===== src/rtl/dkong_dma_ctrl_if.sv =====
// Bus bundle for the programmable block-copy/fill DMA: CPU-side trigger/config,
// source RAM read port and destination RAM write port.
interface dkong_dma_ctrl_if #(
    parameter int AW = 10,
    parameter int DW = 8,
    parameter int LW = 10
);
    logic          I_TRIG;
    logic          I_ABORT;
    logic [AW-1:0] I_SRC_BASE;
    logic [AW-1:0] I_DST_BASE;
    logic [LW-1:0] I_LEN;
    logic          I_MODE;
    logic [DW-1:0] I_FILL;
    logic [DW-1:0] I_DMA_DS;
    logic [AW-1:0] O_DMA_AS;
    logic [AW-1:0] O_DMA_AD;
    logic [DW-1:0] O_DMA_DD;
    logic          O_DMA_CES;
    logic          O_DMA_CED;
    logic          O_DMA_WE;
    logic          O_BUSY;
    logic          O_DONE;
    logic          O_ABORTED;

    // DMA engine side
    modport slave (
        input  I_TRIG, I_ABORT, I_SRC_BASE, I_DST_BASE, I_LEN, I_MODE, I_FILL, I_DMA_DS,
        output O_DMA_AS, O_DMA_AD, O_DMA_DD, O_DMA_CES, O_DMA_CED, O_DMA_WE,
               O_BUSY, O_DONE, O_ABORTED
    );

    // CPU / memory side
    modport master (
        output I_TRIG, I_ABORT, I_SRC_BASE, I_DST_BASE, I_LEN, I_MODE, I_FILL, I_DMA_DS,
        input  O_DMA_AS, O_DMA_AD, O_DMA_DD, O_DMA_CES, O_DMA_CED, O_DMA_WE,
               O_BUSY, O_DONE, O_ABORTED
    );
endinterface


===== src/rtl/dkong_dma_ctrl.sv =====
// Programmable single-channel copy/fill DMA. Each byte takes four cycles
// (RD, LAT, WR, NXT); geometry is latched on a rising trigger edge in IDLE.
module dkong_dma_ctrl #(
    parameter int AW = 10,
    parameter int DW = 8,
    parameter int LW = 10
) (
    input  logic              I_CLK,
    input  logic              I_RST,
    dkong_dma_ctrl_if.slave   bus
);
    typedef enum logic [2:0] {S_IDLE, S_RD, S_LAT, S_WR, S_NXT, S_DONE} state_t;

    state_t        st, st_n;
    logic          trig_hist;
    logic [AW-1:0] as_q, as_n, ad_q, ad_n;
    logic [DW-1:0] dd_q, dd_n, fill_q, fill_n;
    logic [LW-1:0] rem_q, rem_n;
    logic          mode_q, mode_n;
    logic          we_q, we_n, busy_q, busy_n, done_q, done_n, abt_q, abt_n;
    logic          start, active;

    assign start  = (st == S_IDLE) && !trig_hist && bus.I_TRIG;
    assign active = (st == S_RD) || (st == S_LAT) || (st == S_WR) || (st == S_NXT);

    always_ff @(posedge I_CLK or posedge I_RST) begin
        if (I_RST) begin
            st        <= S_IDLE;
            trig_hist <= 1'b1;   // a trigger held through reset must not start a transfer
            as_q      <= '0;
            ad_q      <= '0;
            dd_q      <= '0;
            fill_q    <= '0;
            rem_q     <= '0;
            mode_q    <= 1'b0;
            we_q      <= 1'b0;
            busy_q    <= 1'b0;
            done_q    <= 1'b0;
            abt_q     <= 1'b0;
        end else begin
            st        <= st_n;
            trig_hist <= bus.I_TRIG;
            as_q      <= as_n;
            ad_q      <= ad_n;
            dd_q      <= dd_n;
            fill_q    <= fill_n;
            rem_q     <= rem_n;
            mode_q    <= mode_n;
            we_q      <= we_n;
            busy_q    <= busy_n;
            done_q    <= done_n;
            abt_q     <= abt_n;
        end
    end

    always_comb begin
        st_n   = st;
        as_n   = as_q;
        ad_n   = ad_q;
        dd_n   = dd_q;
        fill_n = fill_q;
        rem_n  = rem_q;
        mode_n = mode_q;
        we_n   = 1'b0;
        busy_n = busy_q;
        done_n = 1'b0;
        abt_n  = abt_q;
        case (st)
            S_IDLE: begin
                if (start) begin
                    as_n   = bus.I_SRC_BASE;
                    ad_n   = bus.I_DST_BASE;
                    rem_n  = bus.I_LEN;
                    mode_n = bus.I_MODE;
                    fill_n = bus.I_FILL;
                    abt_n  = 1'b0;
                    if (bus.I_LEN != '0) begin
                        st_n   = S_RD;
                        busy_n = 1'b1;
                    end else begin
                        st_n   = S_DONE;
                        done_n = 1'b1;
                    end
                end
            end
            S_RD:  st_n = S_LAT;
            S_LAT: begin
                st_n = S_WR;
                dd_n = mode_q ? fill_q : bus.I_DMA_DS;
                we_n = 1'b1;
            end
            S_WR:  st_n = S_NXT;
            S_NXT: begin
                ad_n  = ad_q + AW'(1);
                if (!mode_q)
                    as_n = as_q + AW'(1);
                rem_n = rem_q - LW'(1);
                if (rem_q == LW'(1)) begin
                    st_n   = S_DONE;
                    busy_n = 1'b0;
                    done_n = 1'b1;
                end else begin
                    st_n = S_RD;
                end
            end
            S_DONE:  st_n = S_IDLE;
            default: st_n = S_IDLE;
        endcase
        // Abort overrides everything in the busy states; a strobe already on the bus finishes.
        if (active && bus.I_ABORT) begin
            st_n   = S_DONE;
            we_n   = 1'b0;
            busy_n = 1'b0;
            done_n = 1'b1;
            abt_n  = 1'b1;
        end
    end

    assign bus.O_DMA_AS  = as_q;
    assign bus.O_DMA_AD  = ad_q;
    assign bus.O_DMA_DD  = dd_q;
    assign bus.O_DMA_CES = busy_q;
    assign bus.O_DMA_CED = busy_q;
    assign bus.O_DMA_WE  = we_q;
    assign bus.O_BUSY    = busy_q;
    assign bus.O_DONE    = done_q;
    assign bus.O_ABORTED = abt_q;
endmodule

===== src/flat_wrapper.sv =====
// flat-port wrapper written by rule: the top's interface ports become plain ports
module dkong_dma_ctrl_flat 
#(
    parameter int AW = 10,
    parameter int DW = 8,
    parameter int LW = 10
)
  (I_CLK, I_RST, bus_I_TRIG, bus_I_ABORT, bus_I_SRC_BASE, bus_I_DST_BASE, bus_I_LEN, bus_I_MODE, bus_I_FILL, bus_I_DMA_DS, bus_O_DMA_AS, bus_O_DMA_AD, bus_O_DMA_DD, bus_O_DMA_CES, bus_O_DMA_CED, bus_O_DMA_WE, bus_O_BUSY, bus_O_DONE, bus_O_ABORTED);
  dkong_dma_ctrl_if #(.AW(AW), .DW(DW), .LW(LW)) bus_i ();
  input  logic I_CLK;
  input  logic I_RST;
  input wire logic [$bits(bus_i.I_TRIG)-1:0] bus_I_TRIG;
  input wire logic [$bits(bus_i.I_ABORT)-1:0] bus_I_ABORT;
  input wire logic [$bits(bus_i.I_SRC_BASE)-1:0] bus_I_SRC_BASE;
  input wire logic [$bits(bus_i.I_DST_BASE)-1:0] bus_I_DST_BASE;
  input wire logic [$bits(bus_i.I_LEN)-1:0] bus_I_LEN;
  input wire logic [$bits(bus_i.I_MODE)-1:0] bus_I_MODE;
  input wire logic [$bits(bus_i.I_FILL)-1:0] bus_I_FILL;
  input wire logic [$bits(bus_i.I_DMA_DS)-1:0] bus_I_DMA_DS;
  output wire logic [$bits(bus_i.O_DMA_AS)-1:0] bus_O_DMA_AS;
  output wire logic [$bits(bus_i.O_DMA_AD)-1:0] bus_O_DMA_AD;
  output wire logic [$bits(bus_i.O_DMA_DD)-1:0] bus_O_DMA_DD;
  output wire logic [$bits(bus_i.O_DMA_CES)-1:0] bus_O_DMA_CES;
  output wire logic [$bits(bus_i.O_DMA_CED)-1:0] bus_O_DMA_CED;
  output wire logic [$bits(bus_i.O_DMA_WE)-1:0] bus_O_DMA_WE;
  output wire logic [$bits(bus_i.O_BUSY)-1:0] bus_O_BUSY;
  output wire logic [$bits(bus_i.O_DONE)-1:0] bus_O_DONE;
  output wire logic [$bits(bus_i.O_ABORTED)-1:0] bus_O_ABORTED;
  assign bus_i.I_TRIG = bus_I_TRIG;
  assign bus_i.I_ABORT = bus_I_ABORT;
  assign bus_i.I_SRC_BASE = bus_I_SRC_BASE;
  assign bus_i.I_DST_BASE = bus_I_DST_BASE;
  assign bus_i.I_LEN = bus_I_LEN;
  assign bus_i.I_MODE = bus_I_MODE;
  assign bus_i.I_FILL = bus_I_FILL;
  assign bus_i.I_DMA_DS = bus_I_DMA_DS;
  assign bus_O_DMA_AS = bus_i.O_DMA_AS;
  assign bus_O_DMA_AD = bus_i.O_DMA_AD;
  assign bus_O_DMA_DD = bus_i.O_DMA_DD;
  assign bus_O_DMA_CES = bus_i.O_DMA_CES;
  assign bus_O_DMA_CED = bus_i.O_DMA_CED;
  assign bus_O_DMA_WE = bus_i.O_DMA_WE;
  assign bus_O_BUSY = bus_i.O_BUSY;
  assign bus_O_DONE = bus_i.O_DONE;
  assign bus_O_ABORTED = bus_i.O_ABORTED;
  dkong_dma_ctrl #(.AW(AW), .DW(DW), .LW(LW)) u_core (.I_CLK(I_CLK), .I_RST(I_RST), .bus(bus_i));
endmodule

===== config.mk =====
export PLATFORM = sky130hd
export DESIGN_NAME = dkong_dma_ctrl_flat
export DESIGN_NICKNAME = d
export VERILOG_FILES = /design/src/rtl/dkong_dma_ctrl_if.sv /design/src/rtl/dkong_dma_ctrl.sv /design/src/flat_wrapper.sv
export SDC_FILE = /design/constraint.sdc
export NUM_CORES = 1
export LEC_CHECK = 0
export ABC_AREA = 0
export CAP_MARGIN = 0
export CORE_ASPECT_RATIO = 1.25
export CORE_UTILIZATION = 45
export DETAILED_ROUTE_END_ITERATION = 16
export PLACE_DENSITY = 0.76
export SLEW_MARGIN = 10
export SYNTH_ARGS = -nofsm -noshare
export SYNTH_HDL_FRONTEND = slang
export SYNTH_SLANG_ARGS = --single-unit

===== constraint.sdc =====
create_clock -name I_CLK -period 2.48 [get_ports I_CLK]
set_clock_uncertainty 0.05 [all_clocks]
set_input_delay 0.496 -clock I_CLK [delete_from_list [all_inputs] [get_ports I_CLK]]
set_output_delay 0.496 -clock I_CLK [all_outputs]
set_load 0.1 [all_outputs]

==> results_dict.tcl <==
set metrics [dict create \
    cp.arrival_ps 2170 \
    synth.top_cell.area_share_pct 45.28 \
    synth_top_area_cell "dfrtp_1" \
    grt_max_degree 32 \
    grt_pass1_wl_um 12370 \
    synth_xor_area_share_pct 0.5870 \
    synth_top_family_by_area "compound AO/OA/AOI/OAI gates" \
    placementRows 32 \
    cts_buffers 5 \
    cts_buffer_depth 2 \
    synth-simple-area-share_pct 20.50 \
    netlist_area_um2 2984 \
    ys_warn_count 0 \
    antenna_left 0 \
    post-route-drc-count 0 \
    crit_type "input port to flip-flop" \
    ys_types 55 \
    clk_pin_slew_worst_paths_ps 100 \
    period_needed_ps 2003 \
    crit_end "u_core.fill_q[2]" \
    cts.sinks 55 \
    fin_cells 492 \
    root_buffer "clkbuf_8" \
    end_kind "flip-flop" \
    numPortBuffers 84 \
    maxCapViolCount 0 \
    yosysMostFrequentCell "dfrtp_1" \
    clock_latency_ps 310 \
    area_growth_pct 30.86 \
    path_max_fanout 9 \
    antenna_cells 0 \
    synthFlopType "dfrtp_1" \
    worstSetupStartpointType "input port" \
    async_reset_ff_share_pct 100.0 \
    hold_buffers 0 \
    drive_gt1_share_pct 15.48 \
    slew_headroom_pct 48.84 \
    ios 85 \
    dieArea_um2 6963 \
    overflow 0 \
    cts_setup_buffers 0 \
    first_pass_iters 4 \
    max_slew.worst_pin.slew_ps 762.3 \
    fin_area_um2 3905 \
    synth_seq_cells 55 \
    cp-startpoint "bus_I_TRIG" \
    finalHoldViolations 0 \
    htreeDepth 2 \
    wire_per_inst_um 15.28 \
    synth_fa_ha_area_share_pct 1.677 \
    fin_setup_tns_ps 0 \
    die-width_um 74.84 \
    cts_tree "done" \
    grt_usage_pct 22.94 \
    cts_resized 0 \
    die_h_um 93.05 \
    synth_cells 326 \
    place_ws_ps 148.8 \
    finalCritPeriodShare_pct 80.78 \
    r2r_setup_slack_ps 490 \
    synth_compound_area_share_pct 22.43 \
    fmaxAchievable_mhz 499.2 \
    gp_congestion 0.8447 \
    post-place-cells 484 \
    r2r_start "u_core.st[0]" \
    grt_antenna_before_repair 0 \
    required_ps 2640 \
    via_per_inst 5.652 \
    core_um2 6286 \
    synth_top_cells_by_count "dfrtp_1, nand2_1, a21oi_1" \
    post_synth_main_area_contributors "dfrtp_1, a21oi_1, nand2_1" \
    rr_endpoint "u_core.bus.O_DMA_AS[0]" \
    nNetsFinal 461 \
    drt-initial-drc-count 212 \
    hpwl_um 5465 \
    setup_viol 0 \
    start_util_pct 47.47 \
    synth.area.mux_share_pct 3.690 \
    report.final.slew_viol_count 0 \
    syn_nets 381 \
    hold_class "flip-flop to flip-flop" \
    rsz0062_at_grt "false" \
    worst_r2r_path_depth 5 \
    placed_cell_area_um2 3812 \
    finalWirelength_um 7520 \
    grt_pass1_vias 2668 \
    synth-edff-count 0 \
    final.setup.worst_slack_ps 476.6 \
    seq_area_frac_synth_pct 46.16 \
    num_vias 2781 \
    status "complete, no violations" \
    syn-mean-instance-area_um2 9.154 \
]
[stage by stage]
stage	hold slack [ps]	utilization, %
3_3_place_gp	409.0	60.65
5_1_grt	467.9	62.12
4_1_cts	446.4	62.12
2_1_floorplan	395.4	-
6_report	441.5	62.12
3_5_place_dp	417.1	60.65
[how the worst min path moves through the flow]
stage	startpoint	end	slack [ps]	cells past startpoint
after floorplan	u_core.fill_q[0]	u_core.fill_q[0]	400	2
after global placement	u_core.fill_q[0]	u_core.fill_q[0]	410	2
final	u_core.fill_q[6]	u_core.fill_q[6]	440	2
after global routing	u_core.fill_q[3]	u_core.fill_q[3]	470	2
after detailed placement	u_core.fill_q[0]	u_core.fill_q[0]	420	2
after CTS	u_core.fill_q[0]	u_core.fill_q[0]	450	2
[registers in the layout (all words and copies together) (netlist names)]
name / count
u_core.bus.O_DMA_DD: 8
u_core.bus.O_ABORTED: 1
u_core.bus.O_DMA_AD: 10
u_core.mode_q: 1
u_core.fill_q: 8
u_core.bus.O_DMA_WE: 1
u_core.bus.O_DONE: 1
u_core.trig_hist: 1
u_core.rem_q: 10
u_core.st: 3
u_core.bus.O_DMA_AS: 10
u_core.bus.O_BUSY: 1
[final cells by class]
cell class / instances / area, um2
Fill cell: 535 / 2381
Clock inverter: 3 / 23.77
Clock buffer: 5 / 68.82
Tap cell: 85 / 106.4
Multi-Input combinational cell: 244 / 1459
Timing Repair Buffer: 95 / 850.8
Sequential cell: 55 / 1378
Inverter: 5 / 18.77
[cell usage in the layout (no fill, tap or decap), drive strengths merged, types with 5 or more instances in the layout]
cell type	n
nand3	8
nor2	24
inv	6
clkdlybuf4s50	50
mux2i	11
a21oi	37
o22ai	9
nand4	5
a31oi	8
dfrtp	54
a2bb2oi	5
a211oi	7
nor3	12
nand2	48
clkbuf	5
o21ai	19
buf	45
[layer usage]
layer | up-vias | GRT usage, % | wire [um]
met5 | - | 0 | 0
met4 | 0 | 9.434 | 171
met3 | 12 | 2.694 | 267
met2 | 75 | 37.76 | 3745
met1 | 1336 | 30.19 | 3336
li1 | 1358 | - | -
[logic make-up after synthesis]
| group | after synthesis |
|---|---|
| AOI/OAI and AO/OA | 106 |
| adders and majority gates | 4 |
| muxes | 11 |
| buffers and inverters | 27 |
| and+or+nand+nor | 121 |
| DFF | 55 |
| xor gates and xnor gates | 2 |
[critical path, cell delays in order]
cell	delay, ps
clkdlybuf4s50_1	510
nor2b_1	400
nand2_1	350
buf_4	280
nand2_1	70
nand2_1	50
Power is left out: the tool's default activity adds up to more than one toggle a clock period on the data nets, which glitch-free logic cannot reach.
